<file path="src/rtl/result_pkt_tx_if.sv">
// Row-result handshake in, formatted-packet handshake out.
interface result_pkt_tx_if #(
  parameter int WIDTH_PKT = 32
) ();
  logic                 in_valid;
  logic                 in_ready;
  logic [4:0]           in_row;
  logic [15:0]          in_sum;
  logic                 out_valid;
  logic                 out_ready;
  logic [WIDTH_PKT-1:0] out_pkt;

  modport master (
    output in_valid, in_row, in_sum, out_ready,
    input  in_ready, out_valid, out_pkt
  );

  modport slave (
    input  in_valid, in_row, in_sum, out_ready,
    output in_ready, out_valid, out_pkt
  );
endinterface

</file>
<file path="src/rtl/result_pkt_tx.sv">
// Formats row sums into packets, buffers them and tracks 441-packet frames; one-cycle latency.
// Backpressure: in_ready drops only when the buffer is full; out_pkt holds while out_ready is low.
module result_pkt_tx #(
  parameter int WIDTH_DATA = 13,
  parameter int WIDTH_PKT  = 32,
  parameter int DEPTH_R    = 21,
  parameter int FIFO_DEPTH = 8
) (
  input  logic             clk,
  input  logic             rst,
  result_pkt_tx_if.slave   bus,
  output logic             frame_done,
  output logic [7:0]       frame_cnt,
  output logic             err_row,
  output logic             err_over
);

  localparam int             AW         = $clog2(FIFO_DEPTH);
  localparam int             FRAME_PKTS = DEPTH_R * DEPTH_R;
  localparam logic [8:0]     LAST_PKT   = 9'(FRAME_PKTS - 1);
  localparam logic [4:0]     ROW_MAX    = 5'(DEPTH_R);
  localparam logic [AW:0]    CNT_FULL   = (AW + 1)'(FIFO_DEPTH);
  localparam logic [AW:0]    CNT_ONE    = (AW + 1)'(1);
  localparam logic [AW-1:0]  PTR_ONE    = AW'(1);

  typedef struct packed {
    logic [WIDTH_PKT-22:0]   rsvd_hi;
    logic [4:0]              row;
    logic [15-WIDTH_DATA:0]  rsvd_lo;
    logic [WIDTH_DATA-1:0]   data;
  } pkt_t;

  typedef enum logic [1:0] {
    ST_IDLE = 2'd0,
    ST_RUN  = 2'd1,
    ST_DONE = 2'd2
  } state_t;

  state_t          state_q, state_d;
  pkt_t            mem_q [FIFO_DEPTH];
  pkt_t            mem_d [FIFO_DEPTH];
  logic [AW-1:0]   wr_ptr_q, wr_ptr_d;
  logic [AW-1:0]   rd_ptr_q, rd_ptr_d;
  logic [AW:0]     count_q, count_d;
  logic [4:0]      row_cnt_q [DEPTH_R];
  logic [4:0]      row_cnt_d [DEPTH_R];
  logic [8:0]      pkt_cnt_q, pkt_cnt_d;
  logic [7:0]      frame_cnt_q, frame_cnt_d;
  logic            err_row_q, err_row_d;
  logic            err_over_q, err_over_d;

  logic            fifo_full;
  logic            fifo_empty;
  logic            in_acc;
  logic            out_acc;
  logic            row_ok;
  logic            row_over;
  logic            push;
  logic            frame_end;
  logic [4:0]      row_idx;
  logic [4:0]      row_base;
  pkt_t            in_pkt;

  // Handshake, formatting and drop decisions.
  always_comb begin
    fifo_full  = (count_q == CNT_FULL);
    fifo_empty = (count_q == '0);

    bus.in_ready  = !rst && !fifo_full;
    bus.out_valid = !fifo_empty;
    bus.out_pkt   = fifo_empty ? '0 : mem_q[rd_ptr_q];

    in_acc    = bus.in_valid && bus.in_ready;
    out_acc   = bus.out_valid && bus.out_ready;
    frame_end = out_acc && (pkt_cnt_q == LAST_PKT);

    row_ok  = (bus.in_row < ROW_MAX);
    row_idx = row_ok ? bus.in_row : '0;
    // A frame-end clear lands before the beat, so the beat sees a fresh count.
    row_base = frame_end ? '0 : row_cnt_q[row_idx];
    row_over = (row_base == ROW_MAX);
    push     = in_acc && row_ok && !row_over;

    in_pkt     = '0;
    in_pkt.row = bus.in_row;
    if (|bus.in_sum[15:WIDTH_DATA]) begin
      in_pkt.data = '1;
    end else begin
      in_pkt.data = bus.in_sum[WIDTH_DATA-1:0];
    end
  end

  always_comb begin
    mem_d = mem_q;
    if (push) begin
      mem_d[wr_ptr_q] = in_pkt;
    end

    wr_ptr_d = push    ? wr_ptr_q + PTR_ONE : wr_ptr_q;
    rd_ptr_d = out_acc ? rd_ptr_q + PTR_ONE : rd_ptr_q;

    count_d = count_q;
    if (push && !out_acc) begin
      count_d = count_q + CNT_ONE;
    end else if (!push && out_acc) begin
      count_d = count_q - CNT_ONE;
    end

    for (int r = 0; r < DEPTH_R; r++) begin
      row_cnt_d[r] = frame_end ? '0 : row_cnt_q[r];
    end
    if (push) begin
      row_cnt_d[row_idx] = row_base + 5'd1;
    end

    pkt_cnt_d = pkt_cnt_q;
    if (frame_end) begin
      pkt_cnt_d = '0;
    end else if (out_acc) begin
      pkt_cnt_d = pkt_cnt_q + 9'd1;
    end

    frame_cnt_d = frame_cnt_q + {7'd0, frame_end};
    err_row_d   = err_row_q  || (in_acc && !row_ok);
    err_over_d  = err_over_q || (in_acc && row_ok && row_over);
  end

  // Next-state logic.
  always_comb begin
    state_d = state_q;
    case (state_q)
      ST_IDLE: begin
        if (count_d != '0) begin
          state_d = ST_RUN;
        end
      end
      ST_RUN: begin
        if (frame_end) begin
          state_d = ST_DONE;
        end else if ((count_d == '0) && (pkt_cnt_d == '0)) begin
          state_d = ST_IDLE;
        end
      end
      ST_DONE: begin
        state_d = (count_d != '0) ? ST_RUN : ST_IDLE;
      end
      default: begin
        state_d = ST_IDLE;
      end
    endcase
  end

  always_comb begin
    frame_done = (state_q == ST_DONE);
    frame_cnt  = frame_cnt_q;
    err_row    = err_row_q;
    err_over   = err_over_q;
  end

  always_ff @(posedge clk) begin
    if (rst) begin
      state_q     <= ST_IDLE;
      wr_ptr_q    <= '0;
      rd_ptr_q    <= '0;
      count_q     <= '0;
      pkt_cnt_q   <= '0;
      frame_cnt_q <= '0;
      err_row_q   <= 1'b0;
      err_over_q  <= 1'b0;
      for (int r = 0; r < DEPTH_R; r++) begin
        row_cnt_q[r] <= '0;
      end
    end else begin
      state_q     <= state_d;
      wr_ptr_q    <= wr_ptr_d;
      rd_ptr_q    <= rd_ptr_d;
      count_q     <= count_d;
      pkt_cnt_q   <= pkt_cnt_d;
      frame_cnt_q <= frame_cnt_d;
      err_row_q   <= err_row_d;
      err_over_q  <= err_over_d;
      for (int r = 0; r < DEPTH_R; r++) begin
        row_cnt_q[r] <= row_cnt_d[r];
      end
    end
  end

  // Storage needs no reset: out_pkt is masked while the buffer is empty.
  always_ff @(posedge clk) begin
    for (int e = 0; e < FIFO_DEPTH; e++) begin
      mem_q[e] <= mem_d[e];
    end
  end

endmodule

</file>
<file path="src/flat_wrapper.sv">
// flat-port wrapper written by rule: the top's interface ports become plain ports
module result_pkt_tx_flat 
#(
  parameter int WIDTH_DATA = 13,
  parameter int WIDTH_PKT  = 32,
  parameter int DEPTH_R    = 21,
  parameter int FIFO_DEPTH = 8
)
  (clk, rst, frame_done, frame_cnt, err_row, err_over, bus_in_valid, bus_in_row, bus_in_sum, bus_out_ready, bus_in_ready, bus_out_valid, bus_out_pkt);
  result_pkt_tx_if #(.WIDTH_PKT(WIDTH_PKT)) bus_i ();
  input  logic clk;
  input  logic rst;
  output logic frame_done;
  output logic [7:0] frame_cnt;
  output logic err_row;
  output logic err_over;
  input wire logic [$bits(bus_i.in_valid)-1:0] bus_in_valid;
  input wire logic [$bits(bus_i.in_row)-1:0] bus_in_row;
  input wire logic [$bits(bus_i.in_sum)-1:0] bus_in_sum;
  input wire logic [$bits(bus_i.out_ready)-1:0] bus_out_ready;
  output wire logic [$bits(bus_i.in_ready)-1:0] bus_in_ready;
  output wire logic [$bits(bus_i.out_valid)-1:0] bus_out_valid;
  output wire logic [$bits(bus_i.out_pkt)-1:0] bus_out_pkt;
  assign bus_i.in_valid = bus_in_valid;
  assign bus_i.in_row = bus_in_row;
  assign bus_i.in_sum = bus_in_sum;
  assign bus_i.out_ready = bus_out_ready;
  assign bus_in_ready = bus_i.in_ready;
  assign bus_out_valid = bus_i.out_valid;
  assign bus_out_pkt = bus_i.out_pkt;
  result_pkt_tx #(.WIDTH_DATA(WIDTH_DATA), .WIDTH_PKT(WIDTH_PKT), .DEPTH_R(DEPTH_R), .FIFO_DEPTH(FIFO_DEPTH)) u_core (.clk(clk), .rst(rst), .bus(bus_i), .frame_done(frame_done), .frame_cnt(frame_cnt), .err_row(err_row), .err_over(err_over));
endmodule
</file>
<file path="config.mk">
export PLATFORM = sky130hd
export DESIGN_NAME = result_pkt_tx_flat
export DESIGN_NICKNAME = d
export VERILOG_FILES = /design/src/rtl/result_pkt_tx_if.sv /design/src/rtl/result_pkt_tx.sv /design/src/flat_wrapper.sv
export SDC_FILE = /design/constraint.sdc
export NUM_CORES = 1
export LEC_CHECK = 0
export ABC_AREA = 0
export CORE_ASPECT_RATIO = 1.1
export CORE_MARGIN = 3
export CORE_UTILIZATION = 65
export DETAILED_ROUTE_END_ITERATION = 8
export PLACE_DENSITY_LB_ADDON = 0.1
export SETUP_SLACK_MARGIN = 0.3
export SYNTH_ARGS = -nofsm -noshare
export SYNTH_HDL_FRONTEND = slang
export SYNTH_SLANG_ARGS = --single-unit
</file>
<file path="constraint.sdc">
create_clock -name clk -period 14.44 [get_ports clk]
set_input_delay 1.444 -clock clk [delete_from_list [all_inputs] [get_ports clk]]
set_output_delay 1.444 -clock clk [all_outputs]
set_load 0.02 [all_outputs]
</file>
==> flow_summary.toml, run 1 <==
[synth]
synth_top_area_share_pct = 33.16
async_reset_ff_share_pct = 0
synth_common_cells = "nor2_1, edfxtp_1, dfxtp_1"
ys_warn_count = 0
avgSynthCellArea_um2 = 11.27
synthCells = 1157
synth_area_leaders = "edfxtp_1, dfxtp_1, mux2_2, mux4_2, nor2_1"
ys_dominant_reg_cell = "edfxtp_1"
synth-seq-cells = 280
yosysTopAreaCell = "edfxtp_1"
yosysSeqAreaShare_pct = 54.04
synth_cell_types = 64
synth_most_common_cell = "nor2_1"
syn_area_um2 = 13040
synth-edff-count = 144

[place]
place.gp.congestion = 0.8327
port_buffers = 55
dpl.hpwl_um = 18230
dpl_worst_slack_ps = 7537

[sta]
rsz0062_at_grt = "false"
slew_headroom_pct = 20.56
fmax_mhz = 153.1
tns_ps = 0
finClkSkew_ps = 20.18
tightest_slew_ps = 1181
finalHoldViolCount = 0
setup_ws_ps = 7910
setup_viol_count_final = 0
maxSlewViolCount = 0
period_minus_slack_ps = 6530
period_share_pct = 45.22

[die]
dieArea_um2 = 21800
pin_count = 70
core_area_um2 = 19430
rows = 53
die_x_um = 141.0
start_util_pct = 67.11
die_h_um = 154.6

[cts]
hold_buffers = 0
tritoncts = "built"
clock_latency_ps = 530
post_cts_resized = 0
clock_sinks = 280
cts_setup_buffers = 0
clockBufferDepth = 3
cts_buffers = 26
h-tree-depth = 1
cts-root-buf = "clkbuf_16"
clk_pin_slew_worst_paths_ps = 60

[power]
total_leakage_power_nw = 4.630
ir_worst_vdd_uv = 141.9
power-per-cell-area_nw_per_um2 = 132.8

[global_route]
grt_pass1_vias = 8794
grt_pass1_wl_um = 46830
grt-ovfl-total = 0
grt_use_total_pct = 26.89
grt_max_degree = 91
grt_antenna_before_repair = 0

[critical_path]
worstSetupPathType = "input port to flop"
critPathArrivalTime_ps = 6660
critical-path-top-delay-family = "simple AND/OR/NAND/NOR gates"
required_ps = 14570
critPathMaxStageDelay_ps = 830
start_kind = "input port"
critical_path_buf_inv_count = 1
cp-end-kind = "flop"
slowest_stage = "clkdlybuf4s50_1"
cp_cell_sequence = "clkdlybuf4s50_1 > o21ai_1 > nand2b_1 > o221a_2 > o221ai_1 > a2111oi_4 > ha_1 > and2_1 > nand4_1 > o31ai_4 > or2_2 > nor2_2"
cp_max_fo = 22

[finish]
nFillCells = 1331
fin_nets = 1212
regArea_um2 = 7048
diodes = 0
multiInputGateArea_um2 = 5605
drive_above_1_share_pct = 19.13
syn2layout_area_growth_pct = 11.41

[route]
wl_per_cell_um = 20.49
first_pass_iters = 5
drc_errors = 0
dr_total_vias = 8947
ant_nets = 0
totalWireLength_um = 29590
drt_iter0_markers = 719
via_per_inst = 6.196

[min_path]
hold_class = "flop to flop"

[flow_run]
maxCapViolCount = 0

[status]
status = "finished, final reports clean"
-- where the power goes --
group          leakage (nW)  switching (mW)  internal, mW  total, mW
Combinational          1.89           0.243         0.177      0.420
Sequential             2.35          0.0119         0.848      0.860
Clock                 0.389           0.284         0.366      0.650
-- metal layers --
| metal | up-vias | global-route usage [%] | routed length [um] |
|---|---|---|---|
| li1 | 4174 | - | - |
| met1 | 4380 | 33.79 | 11630 |
| met2 | 313 | 47.56 | 15210 |
| met3 | 80 | 3.680 | 1722 |
| met4 | 0 | 9.922 | 1037 |
| met5 | - | 0 | 0 |
-- cells in the final DEF, fill, tap and decap left out, types with 16 or more instances in the layout --
cell               n
nor2_1           161
edfxtp_1         144
dfxtp_1          135
nand2_1          130
mux2_2            93
clkdlybuf4s50_1   54
nor3_1            43
mux4_2            36
clkbuf_16         27
a21oi_1           24
buf_4             24
mux2i_1           23
nand2b_1          22
nor3_2            20
nor4_1            17
o21ai_0           16
xnor2_1           16
-- layout make-up --
class | instances | area share, %
sequential | 280 | 48.51
multi-input combinational | 780 | 38.58
clock buffer | 37 | 4.978
timing repair buffer | 78 | 4.961
tap | 247 | 2.127
clock inverter | 11 | 0.5512
inverter | 11 | 0.2842
-- cell families (layout without fill, tap and decap cells) --
| group | count (synthesis) | count (layout) | share of synthesized area, % |
|---|---|---|---|
| buf+inv | 110 | 137 | 3.857 |
| other cells | 1 | 14 | 0.02876 |
| fa+ha+maj | 10 | 10 | 0.9595 |
| simple gates | 461 | 461 | 16.91 |
| flops | 280 | 280 | 54.04 |
| compound gates | 113 | 113 | 6.045 |
| xor+xnor | 23 | 23 | 1.545 |
| mux | 159 | 159 | 16.62 |
-- worst paths after layout --
path | start | end | slack (ps) | cells past startpoint
worst max-delay path | bus_in_row[3] | u_core.mem_q[20]$_DFFE_PP_ | 7910 | 12
worst max register to register | u_core.count_q[0]$_SDFF_PP0_ | u_core.mem_q[20]$_DFFE_PP_ | 9040 | 15
worst min register to register | u_core.state_q[1]$_SDFFE_PP0P_ | u_core.state_q[1]$_SDFFE_PP0P_ | 440 | 1
worst min-delay path | u_core.state_q[1]$_SDFFE_PP0P_ | u_core.state_q[1]$_SDFFE_PP0P_ | 440 | 1
-- per-stage QoR --
stage / utilization (%) / hold WS (ps) / instance area [um2] / cells / power [mW]
6_report: 74.77 / 440.4 / 14530 / 1444 / 1.929
5_1_grt: 74.77 / 458.0 / 14530 / 1444 / 2.003
4_1_cts: 74.77 / 441.7 / 14530 / 1444 / 1.943
3_5_place_dp: 70.64 / 433.1 / 13720 / 1396 / 1.295
3_3_place_gp: 70.64 / 424.9 / 13720 / 1396 / 1.288
2_1_floorplan: - / 416.1 / 13090 / 1170 / 1.153
-- sequential cells by signal, summed over array words and instances, names as in the netlist --
| signal | cells |
|---|---|
| u_core.mem_q | 144 |
| u_core.wr_ptr_q | 3 |
| u_core.row_cnt_q | 105 |
| u_core.state_q | 2 |
| u_core.pkt_cnt_q | 9 |
| u_core.frame_cnt | 8 |
| u_core.count_q | 4 |
| u_core.rd_ptr_q | 3 |
| u_core.err_row | 1 |
| u_core.err_over | 1 |
(Power assumes the default switching activity.)
==> inputs of run 2 (changes only) <==
Settings changed: CORE_UTILIZATION 65 to 54.
Clock period 14.44 ns to 5.75 ns, I/O delays scaled along.
==> run 2 against run 1 <==
Effect of this change:
- critical path type is now flop to flop
- routed wire length is 2.3% higher
- worst setup slack worse by 6900 ps
- global-route usage is 3.6 points lower
- flip-flop and latch count stayed put
- clock power grew to 2.8 times the previous value
- sequential share of layout area is 1.3 points lower
- first-iteration DRC count is 11% lower
- critical path depth is 5 higher
- sequential power grew to 2.6 times the previous value
==> flow_summary.toml, run 2 (same netlist as run 1, synthesis figures left out) <==
[status]
status = "finished, final reports clean"

[flow_run]
maxCapViolCount = 0

[die]
start_util_pct = 55.03
die_h_um = 169.0
dieArea_um2 = 26050
die_x_um = 154.2
rows = 59
pin_count = 70
core_area_um2 = 23700

[critical_path]
critical_path_buf_inv_count = 5
slowest_stage = "o31ai_4"
critPathLaunch = "u_core.count_q[0]$_SDFF_PP0_"
critPathMaxStageDelay_ps = 500
worstSetupPathType = "flop to flop"
critical-path-top-delay-family = "simple AND/OR/NAND/NOR gates"
reg2reg_from = "u_core.count_q[0]$_SDFF_PP0_"
critPathArrivalTime_ps = 5240
required_ps = 6210
regToRegSetupSlack_ps = 970
cp-end-kind = "flop"
cp_cell_sequence = "inv_1 > ha_1 > nor3b_4 > buf_4 > inv_2 > nand4_1 > nand2b_4 > inv_2 > a2111oi_4 > ha_1 > and2_1 > nand4_1 > o31ai_4 > buf_4 > or4_1 > mux2_2 > nor2_1"
r2r-end = "u_core.row_cnt_q[17][2]$_SDFF_PP0_"
start_kind = "flop"
cp_max_fo = 43
ff2ff_path_depth = 17

[finish]
largest_register = "u_core.mem_q"
drive_above_1_share_pct = 21.31
multiInputGateArea_um2 = 5632
final_common_cell = "nor2_1"
fin_cells = 1530
most-common-layout-cells = "nor2_1, edfxtp_1, dfxtp_1"
largest_reg_flops = 144
syn2layout_area_growth_pct = 14.41
reg.largest.list = "u_core.mem_q x144, u_core.row_cnt_q x105, u_core.pkt_cnt_q x9"
nFillCells = 1894
regArea_um2 = 7049
fin_nets = 1239
diodes = 0

[power]
power-per-cell-area_nw_per_um2 = 337.4
ir_worst_vdd_uv = 241.8
total_leakage_power_nw = 4.801

[route]
via_per_inst = 5.822
drt_iter0_markers = 642
ant_nets = 0
first_pass_iters = 5
wl_per_cell_um = 19.78
drc_errors = 0
dr_total_vias = 8907
totalWireLength_um = 30270

[cts]
cts-root-buf = "clkbuf_16"
clockBufferDepth = 3
clock_sinks = 280
hold_buffers = 0
tritoncts = "built"
cts_setup_buffers = 0
cts_buffers = 29
clock_latency_ps = 540
h-tree-depth = 1
post_cts_resized = 0
clk_pin_slew_worst_paths_ps = 60

[place]
port_buffers = 55
placedCellCount = 1478
dpl_worst_slack_ps = 528.6
place.gp.congestion = 0.8728
dpl.hpwl_um = 19550

[global_route]
grt_antenna_before_repair = 0
grt_pass1_wl_um = 48890
grt_use_total_pct = 23.31
grt-ovfl-total = 0
grt_max_degree = 82
grt_pass1_vias = 8903

[min_path]
min_path_cells = 1
min_to = "u_core.state_q[1]$_SDFFE_PP0P_"
hold_start = "u_core.state_q[1]$_SDFFE_PP0P_"
hold_class = "flop to flop"

[sta]
rsz0062_at_grt = "false"
setup_viol_count_final = 0
setup_ws_ps = 970.3
fmax_mhz = 209.2
maxSlewViolCount = 0
period_share_pct = 83.13
slew_headroom_pct = 32.09
finClkSkew_ps = 18.92
finalHoldViolCount = 0
tightest_slew_ps = 1019
hold_slack_ps = 448.9
period_minus_slack_ps = 4780
tns_ps = 0
run 2: layout make-up:
class,count,share of cell area [%]
clock buffer,38,5.309
clock inverter,14,0.8219
inverter,11,0.2768
multi-input combinational,780,37.75
sequential,280,47.25
tap,305,2.558
timing repair buffer,102,6.038
run 2: power by group:
group	switching (mW)	internal (mW)	leakage, nW
Sequential	0.0793	2.13	2.35
Clock	0.743	1.05	0.445
Combinational	0.567	0.460	2.01
Total	1.39	3.65	4.80
run 2: how the worst max path moves through the flow:
stage / to / slack [ps] / cells after the start
after global routing: u_core.row_cnt_q[17][2]$_SDFF_PP0_ / 500 / 17
after global placement: u_core.row_cnt_q[17][4]$_SDFF_PP0_ / 600 / 18
after detailed placement: u_core.mem_q[52]$_DFFE_PP_ / 530 / 16
after floorplan: u_core.mem_q[64]$_DFFE_PP_ / 510 / 17
after CTS: u_core.row_cnt_q[17][2]$_SDFF_PP0_ / 930 / 17
final: u_core.row_cnt_q[17][2]$_SDFF_PP0_ / 970 / 17
run 2: stage by stage:
stage / instance area (um2) / power (mW) / util (%)
2_1_floorplan: 13110 / 2.897 / -
3_3_place_gp: 14000 / 3.272 / 59.10
3_5_place_dp: 14000 / 3.281 / 59.10
4_1_cts: 14920 / 5.083 / 62.96
5_1_grt: 14920 / 5.259 / 62.96
6_report: 14920 / 5.034 / 62.96
run 2: routing by layer:
layer / vias up / wire [um] / GRT usage, %
li1: 4232 / - / -
met1: 4392 / 13030 / 31.05
met2: 230 / 14990 / 39.78
met3: 53 / 1562 / 3.580
met4: 0 / 687 / 6.836
met5: - / 0 / 0
run 2: worst reg2reg max path, cell delays in order (launching register included):
cell and delay, ps:
dfxtp_1 350, inv_1 160, ha_1 210, nor3b_4 170, buf_4 290, inv_2 80
nand4_1 160, nand2b_4 480, inv_2 280, a2111oi_4 370, ha_1 190, and2_1 120
nand4_1 270, o31ai_4 500, buf_4 340, or4_1 290, mux2_2 360, nor2_1 80
